[src/rtl/ritc_phase_scan_engine.sv]
// ritc_phase_scan_engine
//
// Sweeps the MMCM fine phase one step at a time. For each step it issues a
// single PSEN pulse, waits for PSDONE (bounded by PS_TIMEOUT cycles), idles
// for a programmable settle time, then counts the ones seen on each RITC's
// scan bit over a programmable number of samples. Each completed step is
// reported through a one-cycle result strobe. The first 0->1 transition of
// the per-RITC majority bit across steps is recorded as that RITC's edge.
//
// Ports
//   user_clk_i, user_rst_n_i : clock, async active-low reset
//   start_i, abort_i         : one-cycle sweep request / abort request
//   dir_i, nsteps_i,
//   nsamp_i, settle_i        : sweep configuration, latched on start
//   PSEN, PSINCDEC, PSDONE   : MMCM dynamic phase-shift handshake
//   scan_bit_i               : one registered scan bit per RITC
//   busy_o, done_o,
//   timeout_o                : sweep status
//   res_wr_o, res_step_o,
//   res_cnt_o                : per-step result strobe, step index, counts
//   edge_valid_o, edge_pos_o : first rising edge found per RITC
//
// Phase-shift handshake: PSEN is high for exactly one cycle per step; the
// engine then waits for a single-cycle PSDONE before sampling. A shift that
// has been requested is always waited out, even when an abort arrives.

module ritc_phase_scan_engine #(
  parameter int NUM_RITC   = 2,
  parameter int STEP_W     = 10,
  parameter int SAMP_W     = 4,
  parameter int PS_TIMEOUT = 1023
) (
  input  logic                         user_clk_i,
  input  logic                         user_rst_n_i,
  input  logic                         start_i,
  input  logic                         abort_i,
  input  logic                         dir_i,
  input  logic [STEP_W-1:0]            nsteps_i,
  input  logic [SAMP_W-1:0]            nsamp_i,
  input  logic [3:0]                   settle_i,
  output logic                         PSEN,
  output logic                         PSINCDEC,
  input  logic                         PSDONE,
  input  logic [NUM_RITC-1:0]          scan_bit_i,
  output logic                         busy_o,
  output logic                         done_o,
  output logic                         timeout_o,
  output logic                         res_wr_o,
  output logic [STEP_W-1:0]            res_step_o,
  output logic [NUM_RITC*SAMP_W-1:0]   res_cnt_o,
  output logic [NUM_RITC-1:0]          edge_valid_o,
  output logic [NUM_RITC*STEP_W-1:0]   edge_pos_o
);

  localparam int TO_W  = $clog2(PS_TIMEOUT + 1);
  localparam int CNT_W = NUM_RITC * SAMP_W;

  typedef enum logic [2:0] {
    S_IDLE,
    S_STEP,
    S_WAIT_DONE,
    S_SETTLE,
    S_SAMPLE,
    S_REPORT,
    S_FINISH
  } state_t;

  state_t                     state_q, state_d;
  logic                       dir_q;
  logic [STEP_W-1:0]          nsteps_q;
  logic [SAMP_W-1:0]          nsamp_q;      // effective count, never 0
  logic [3:0]                 settle_q;
  logic [STEP_W-1:0]          step_q;
  logic [TO_W-1:0]            wait_q;
  logic [3:0]                 settle_cnt_q;
  logic [SAMP_W-1:0]          samp_q;
  logic                       abort_pend_q;
  logic                       timeout_q;
  logic [STEP_W-1:0]          res_step_q;
  logic [CNT_W-1:0]           res_cnt_q;
  logic [CNT_W-1:0]           cnt_q;
  logic [NUM_RITC-1:0]        prev_maj_q;
  logic [NUM_RITC-1:0]        edge_valid_q;
  logic [NUM_RITC*STEP_W-1:0] edge_pos_q;

  logic                       psen_d;
  logic [CNT_W-1:0]           cnt_nxt;
  logic [NUM_RITC-1:0]        maj;
  logic                       wait_expired;
  logic                       samp_last;
  logic                       settle_last;
  logic                       last_step;
  logic                       start_ok;

  // wait_q is loaded with 1 during the PSEN cycle, so it equals the number
  // of cycles elapsed since PSEN; the timeout lands exactly PS_TIMEOUT
  // cycles after the PSEN pulse.
  assign wait_expired = (wait_q == TO_W'(PS_TIMEOUT - 1));
  assign samp_last    = (samp_q == nsamp_q - SAMP_W'(1));
  assign settle_last  = (settle_cnt_q == settle_q - 4'd1);
  assign last_step    = ((step_q + STEP_W'(1)) == nsteps_q);
  // Abort has priority over a simultaneous start.
  assign start_ok     = (state_q == S_IDLE) && start_i && !abort_i;

  // Saturating ones-counters and majority decision.
  always_comb begin
    cnt_nxt = cnt_q;
    maj     = '0;
    for (int k = 0; k < NUM_RITC; k++) begin
      if (scan_bit_i[k] && (cnt_q[k*SAMP_W +: SAMP_W] != {SAMP_W{1'b1}})) begin
        cnt_nxt[k*SAMP_W +: SAMP_W] = cnt_q[k*SAMP_W +: SAMP_W] + SAMP_W'(1);
      end
      maj[k] = ({res_cnt_q[k*SAMP_W +: SAMP_W], 1'b0} > {1'b0, nsamp_q});
    end
  end

  // Next-state logic.
  always_comb begin
    state_d = state_q;
    psen_d  = 1'b0;
    case (state_q)
      S_IDLE: begin
        if (start_ok) begin
          state_d = (nsteps_i == '0) ? S_FINISH : S_STEP;
        end
      end
      S_STEP: begin
        // An abort here suppresses the pulse, so no shift is left dangling.
        if (abort_i) begin
          state_d = S_FINISH;
        end else begin
          psen_d  = 1'b1;
          state_d = S_WAIT_DONE;
        end
      end
      S_WAIT_DONE: begin
        if (PSDONE) begin
          if (abort_pend_q || abort_i) begin
            state_d = S_FINISH;
          end else if (settle_q == 4'd0) begin
            state_d = S_SAMPLE;
          end else begin
            state_d = S_SETTLE;
          end
        end else if (wait_expired) begin
          state_d = S_FINISH;
        end
      end
      S_SETTLE: begin
        if (abort_i) begin
          state_d = S_FINISH;
        end else if (settle_last) begin
          state_d = S_SAMPLE;
        end
      end
      S_SAMPLE: begin
        if (abort_i) begin
          state_d = S_FINISH;
        end else if (samp_last) begin
          state_d = S_REPORT;
        end
      end
      S_REPORT: begin
        if (abort_i || last_step) begin
          state_d = S_FINISH;
        end else begin
          state_d = S_STEP;
        end
      end
      S_FINISH: begin
        state_d = S_IDLE;
      end
      default: begin
        state_d = S_IDLE;
      end
    endcase
  end

  always_ff @(posedge user_clk_i or negedge user_rst_n_i) begin
    if (!user_rst_n_i) begin
      state_q      <= S_IDLE;
      dir_q        <= 1'b0;
      nsteps_q     <= '0;
      nsamp_q      <= '0;
      settle_q     <= '0;
      step_q       <= '0;
      wait_q       <= '0;
      settle_cnt_q <= '0;
      samp_q       <= '0;
      abort_pend_q <= 1'b0;
      timeout_q    <= 1'b0;
      res_step_q   <= '0;
      res_cnt_q    <= '0;
      cnt_q        <= '0;
      prev_maj_q   <= '0;
      edge_valid_q <= '0;
      edge_pos_q   <= '0;
    end else begin
      state_q <= state_d;

      if (start_ok) begin
        dir_q        <= dir_i;
        nsteps_q     <= nsteps_i;
        nsamp_q      <= (nsamp_i == '0) ? SAMP_W'(1) : nsamp_i;
        settle_q     <= settle_i;
        step_q       <= '0;
        timeout_q    <= 1'b0;
        edge_valid_q <= '0;
        edge_pos_q   <= '0;
        prev_maj_q   <= '0;
      end

      if (state_q == S_STEP) begin
        wait_q <= TO_W'(1);
      end else if (state_q == S_WAIT_DONE) begin
        wait_q <= wait_q + TO_W'(1);
      end

      if ((state_q == S_WAIT_DONE) && !PSDONE && wait_expired) begin
        timeout_q <= 1'b1;
      end

      // Abort seen while a shift is outstanding is held until it completes.
      abort_pend_q <= (state_q == S_WAIT_DONE) && (abort_pend_q || abort_i);

      settle_cnt_q <= (state_q == S_SETTLE) ? settle_cnt_q + 4'd1 : 4'd0;

      // Counters are cleared on the way into SAMPLE (end of settle).
      if ((state_d == S_SAMPLE) && (state_q != S_SAMPLE)) begin
        cnt_q  <= '0;
        samp_q <= '0;
      end else if (state_q == S_SAMPLE) begin
        cnt_q  <= cnt_nxt;
        samp_q <= samp_q + SAMP_W'(1);
        // Result registers load only when a REPORT follows, so they hold
        // the previous report through an aborted step.
        if (state_d == S_REPORT) begin
          res_cnt_q  <= cnt_nxt;
          res_step_q <= step_q;
        end
      end

      if (state_q == S_REPORT) begin
        prev_maj_q <= maj;
        for (int k = 0; k < NUM_RITC; k++) begin
          if ((step_q != '0) && !prev_maj_q[k] && maj[k] && !edge_valid_q[k]) begin
            edge_valid_q[k]                  <= 1'b1;
            edge_pos_q[k*STEP_W +: STEP_W]   <= step_q;
          end
        end
        if (state_d == S_STEP) begin
          step_q <= step_q + STEP_W'(1);
        end
      end
    end
  end

  assign PSEN         = psen_d;
  assign PSINCDEC     = dir_q;
  assign busy_o       = (state_q != S_IDLE);
  assign done_o       = (state_q == S_FINISH);
  assign timeout_o    = timeout_q;
  assign res_wr_o     = (state_q == S_REPORT);
  assign res_step_o   = res_step_q;
  assign res_cnt_o    = res_cnt_q;
  assign edge_valid_o = edge_valid_q;
  assign edge_pos_o   = edge_pos_q;

endmodule

[config.mk]
export PLATFORM = sky130hd
export DESIGN_NAME = ritc_phase_scan_engine
export DESIGN_NICKNAME = d
export VERILOG_FILES = /design/src/rtl/ritc_phase_scan_engine.sv
export SDC_FILE = /design/constraint.sdc
export NUM_CORES = 1
export LEC_CHECK = 0
export CORE_AREA = 2 2 111 113
export CTS_BUF_LIST = sky130_fd_sc_hd__clkbuf_8
export CTS_CLUSTER_DIAMETER = 50
export DETAILED_ROUTE_END_ITERATION = 8
export DIE_AREA = 0 0 113 115
export GPL_TIMING_DRIVEN = 0
export HOLD_SLACK_MARGIN = 0.06
export PLACE_DENSITY = 0.69
export SYNTH_ARGS = -nofsm -noshare
export SYNTH_HDL_FRONTEND = slang
export SYNTH_SLANG_ARGS = --single-unit
[constraint.sdc]
create_clock -name user_clk_i -period 2.2 [get_ports user_clk_i]
set_input_delay 0.33 -clock user_clk_i [delete_from_list [all_inputs] [get_ports user_clk_i]]
set_output_delay 0.33 -clock user_clk_i [all_outputs]
set_load 0.05 [all_outputs]
==> results.py <==
metrics = {
    "critical_path": {
        "worstPathArrival_ps": 2580,
        "r2r_cells": 9,
        "critPathLaunch": "step_q[0]",
        "timing.rr.end": "step_q[7]",
        "crit_slowest_cell": "dfrtp_2",
        "crit_cells": 9,
        "crit_required_ps": 2450,
        "crit_path_end_kind": "register",
        "cp_num_buf_inv": 1,
        "critPathLaunchType": "register",
        "crit_type": "register to register",
        "path_cells": "ha_4 > nand2_1 > o221a_4 > o211ai_2 > nor4_4 > buf_4 > a21oi_4 > nor2_4 > a221o_1",
        "r2r_start": "step_q[0]",
        "slowest_delay_ps": 470,
        "rrSetupSlack_ps": -120,
        "cp_max_fo": 6,
        "cp_top_family": "compound AO/OA/AOI/OAI gates",
        "crit_path_end": "step_q[7]",
    },
    "layout": {
        "final_core_utilization": 0.576,
        "instances_no_fill": 800,
        "drive_gt1_frac": 0.190,
        "area_growth_pct": 31.6,
        "n_antenna_cell": 0,
        "final_nets": 691,
        "multi_input_comb_area_sq_um": 2670,
        "nFillCells": 1017,
        "seq_area_sq_um": 2560,
    },
    "logic_synthesis": {
        "yosysWarnings": 0,
        "syn_nets": 582,
        "yosys-top-cells-count": "102 x dfrtp_1, 89 x nand2_1, 62 x o21ai_0",
        "synth_top_cell_area_share": 0.494,
        "syn_area_per_cell_sq_um": 9.58,
        "synth_area_leaders": "dfrtp_1 49%, nand2_1 6.5%, o21ai_0 6.0%",
        "synth_top_area_cell": "dfrtp_1",
        "synthArstFlopShare": 1.00,
        "synth_edf_count": 0,
        "ys_types": 63,
        "yosysSeqAreaShare": 0.494,
        "synth_top_flop_cell": "dfrtp_1",
        "syn_inst": 539,
        "synth.most_common_cell": "dfrtp_1",
        "syn_area_sq_um": 5160,
        "ys_seq_elements": 102,
    },
    "sta": {
        "final.min_clock_period_ps": 2320,
        "setup_tns_ps": -822,
        "fmax_mhz": 430,
        "skew_ps": 7.19,
        "rsz0062_at_grt": "true",
        "min_period_over_period": 1.06,
        "setup_viol": 12,
        "timing.slew.headroom": 0.569,
        "slew_violations": 0,
        "hold_viol": 0,
        "finalWorstSetupSlack_ps": -125,
        "worst_slew_pin_slew_ps": 643,
        "timing.hold.ws_ps": 364,
    },
    "global_routing": {
        "grt_pass1_wl_um": 22400,
        "antenna_found_initial": 0,
        "grt_pass1_vias": 4579,
        "grt_use_total": 0.217,
        "grt_overflow": 0,
        "grt_start_max_net_pins": 65,
    },
    "hold_path": {
        "hp-class": "input pin to register",
    },
    "placed_design": {
        "place_congestion": 0.826,
        "io_buffers": 70,
        "hpwl_um": 9480,
        "post-place-cells": 757,
    },
    "detailed_routing": {
        "first_pass_iters": 7,
        "first_iter_violations": 244,
        "avgRoutedWirePerCell_um": 17.2,
        "detail-route-antenna-nets": 0,
        "drc_errors": 3,
        "via_per_inst": 5.70,
        "vias": 4560,
        "totalWireLength_um": 13700,
    },
    "floorplanning": {
        "boundaryPins": 72,
        "die-area_sq_um": 13000,
        "core-area_sq_um": 11800,
        "die_w_um": 113,
        "fp.dieH_um": 115,
        "placementRows": 40,
        "start_util": 0.437,
    },
    "clock_network": {
        "clockRootBuffer": "clkbuf_8",
        "cts.sinks": 102,
        "cts_tree": "yes",
        "htree_levels": 3,
        "path_clk_slew_ps": 100,
        "clk_latency_ps": 370,
        "clk_path_buf_depth": 2,
        "cts_inserted_buffers": 9,
    },
    "job": {
        "max_cap_violations": 0,
    },
    "pwr": {
        "p_total_w": 0.00778,
        "p_leak_nw": 3.01,
        "pwr_density_cell_nw_per_um2": 1140,
        "ir_drop_uv": 466,
    },
    "outcome": {
        "violations": "design-rule violations, negative setup slack",
        "status": "finished, violations left",
    },
}
==> worst min path at each step <==
stage,to,startpoint,depth (start not counted),slack [ps]
after floorplan,PSINCDEC,user_rst_n_i,0,30
after global placement,wait_q[5],wait_q[5],1,470
after detailed placement,settle_q[0],user_rst_n_i,1,350
after CTS,abort_pend_q,abort_i,3,350
after global routing,abort_pend_q,abort_i,3,380
final,abort_pend_q,abort_i,3,360
==> worst min-delay path, stage by stage <==
cell and delay (ps):
buf_2 160, nor2_1 150, nor2_1 60
==> logic make-up after synthesis <==
kind of cell	after synthesis	synth area share
AO/OA/AOI/OAI	120	0.147
XOR/XNOR	33	0.0574
adder cells (fa/ha/maj)	17	0.0412
buffers and inverters	45	0.0380
flip-flops	102	0.494
multiplexers	8	0.0162
AND/OR/NAND/NOR	214	0.206
==> stage by stage <==
step / cell area, sq um / setup WS (ps)
2_1_floorplan: 5170 / 0.498
3_3_place_gp: 6050 / -3020
3_5_place_dp: 6080 / -511
4_1_cts: 6670 / -67.7
5_1_grt: 6800 / -171
6_report: 6800 / -125
==> cells in the final DEF (no fill, tap or decap), types with 4 or more instances in the layout <==
cell type / netlist / final
clkbuf_2: 1 / 7
nand2_1: 89 / 89
clkbuf_1: 13 / 5
buf_4: 0 / 23
nor3_1: 9 / 5
xor2_1: 10 / 10
nor3_2: 0 / 4
xnor2_1: 22 / 18
nor2_1: 21 / 19
a21o_1: 7 / 7
o22ai_1: 5 / 5
a31oi_1: 4 / 4
ha_1: 17 / 14
mux2i_1: 5 / 5
o31ai_1: 5 / 4
nor4_1: 5 / 4
nand4_1: 6 / 6
dfrtp_2: 0 / 6
and3_1: 9 / 6
o21ai_0: 62 / 59
buf_6: 3 / 7
a21oi_1: 9 / 8
nand3_1: 52 / 49
inv_1: 22 / 18
clkdlybuf4s50_1: 0 / 65
dfrtp_1: 102 / 96
clkbuf_8: 0 / 10
inv_2: 0 / 4
==> final cells by class <==
class / instances / share of cell area
Sequential cell: 102 / 0.377
Clock inverter: 6 / 0.0125
Clock buffer: 10 / 0.0202
Buffer: 21 / 0.0182
Inverter: 23 / 0.0133
Multi-Input combinational cell: 393 / 0.392
Tap cell: 147 / 0.0271
Timing Repair Buffer: 98 / 0.140
==> registers in the layout, indices dropped and copies added (netlist names), 4 cells and up <==
register,cells
cnt_q,8
edge_pos_o,20
nsamp_q,4
nsteps_q,10
res_cnt_o,8
res_step_o,10
samp_q,4
settle_cnt_q,4
settle_q,4
step_q,10
wait_q,10
==> layer usage <==
metal  wire length [um]  GRT usage  part of all wire
met1               5840      0.278              0.43
met2               6840      0.367              0.50
met3                661     0.0464             0.048
met4                389     0.0797             0.028
met5                  0          0                 0
==> power breakdown <==
| group | total (W) | switching, W | internal (W) |
|---|---|---|---|
| Combinational | 0.00364 | 0.00216 | 0.00148 |
| Clock | 0.00133 | 0.000660 | 0.000670 |
| Sequential | 0.00281 | 0.000471 | 0.00234 |
| Total | 0.00778 | 0.00329 | 0.00449 |
==> what timing repair did <==
item / CTS / global route
hold buffers: 1 / 0
endpoints found under the hold margin: 38 / 0
setup buffers: 19 / 7
cloned: 1 / 1
pin swaps: 19 / 12
resized for setup: 53 / 37
endpoints found under the setup margin: 49 / 60
Power figures use the tool's default switching activity.
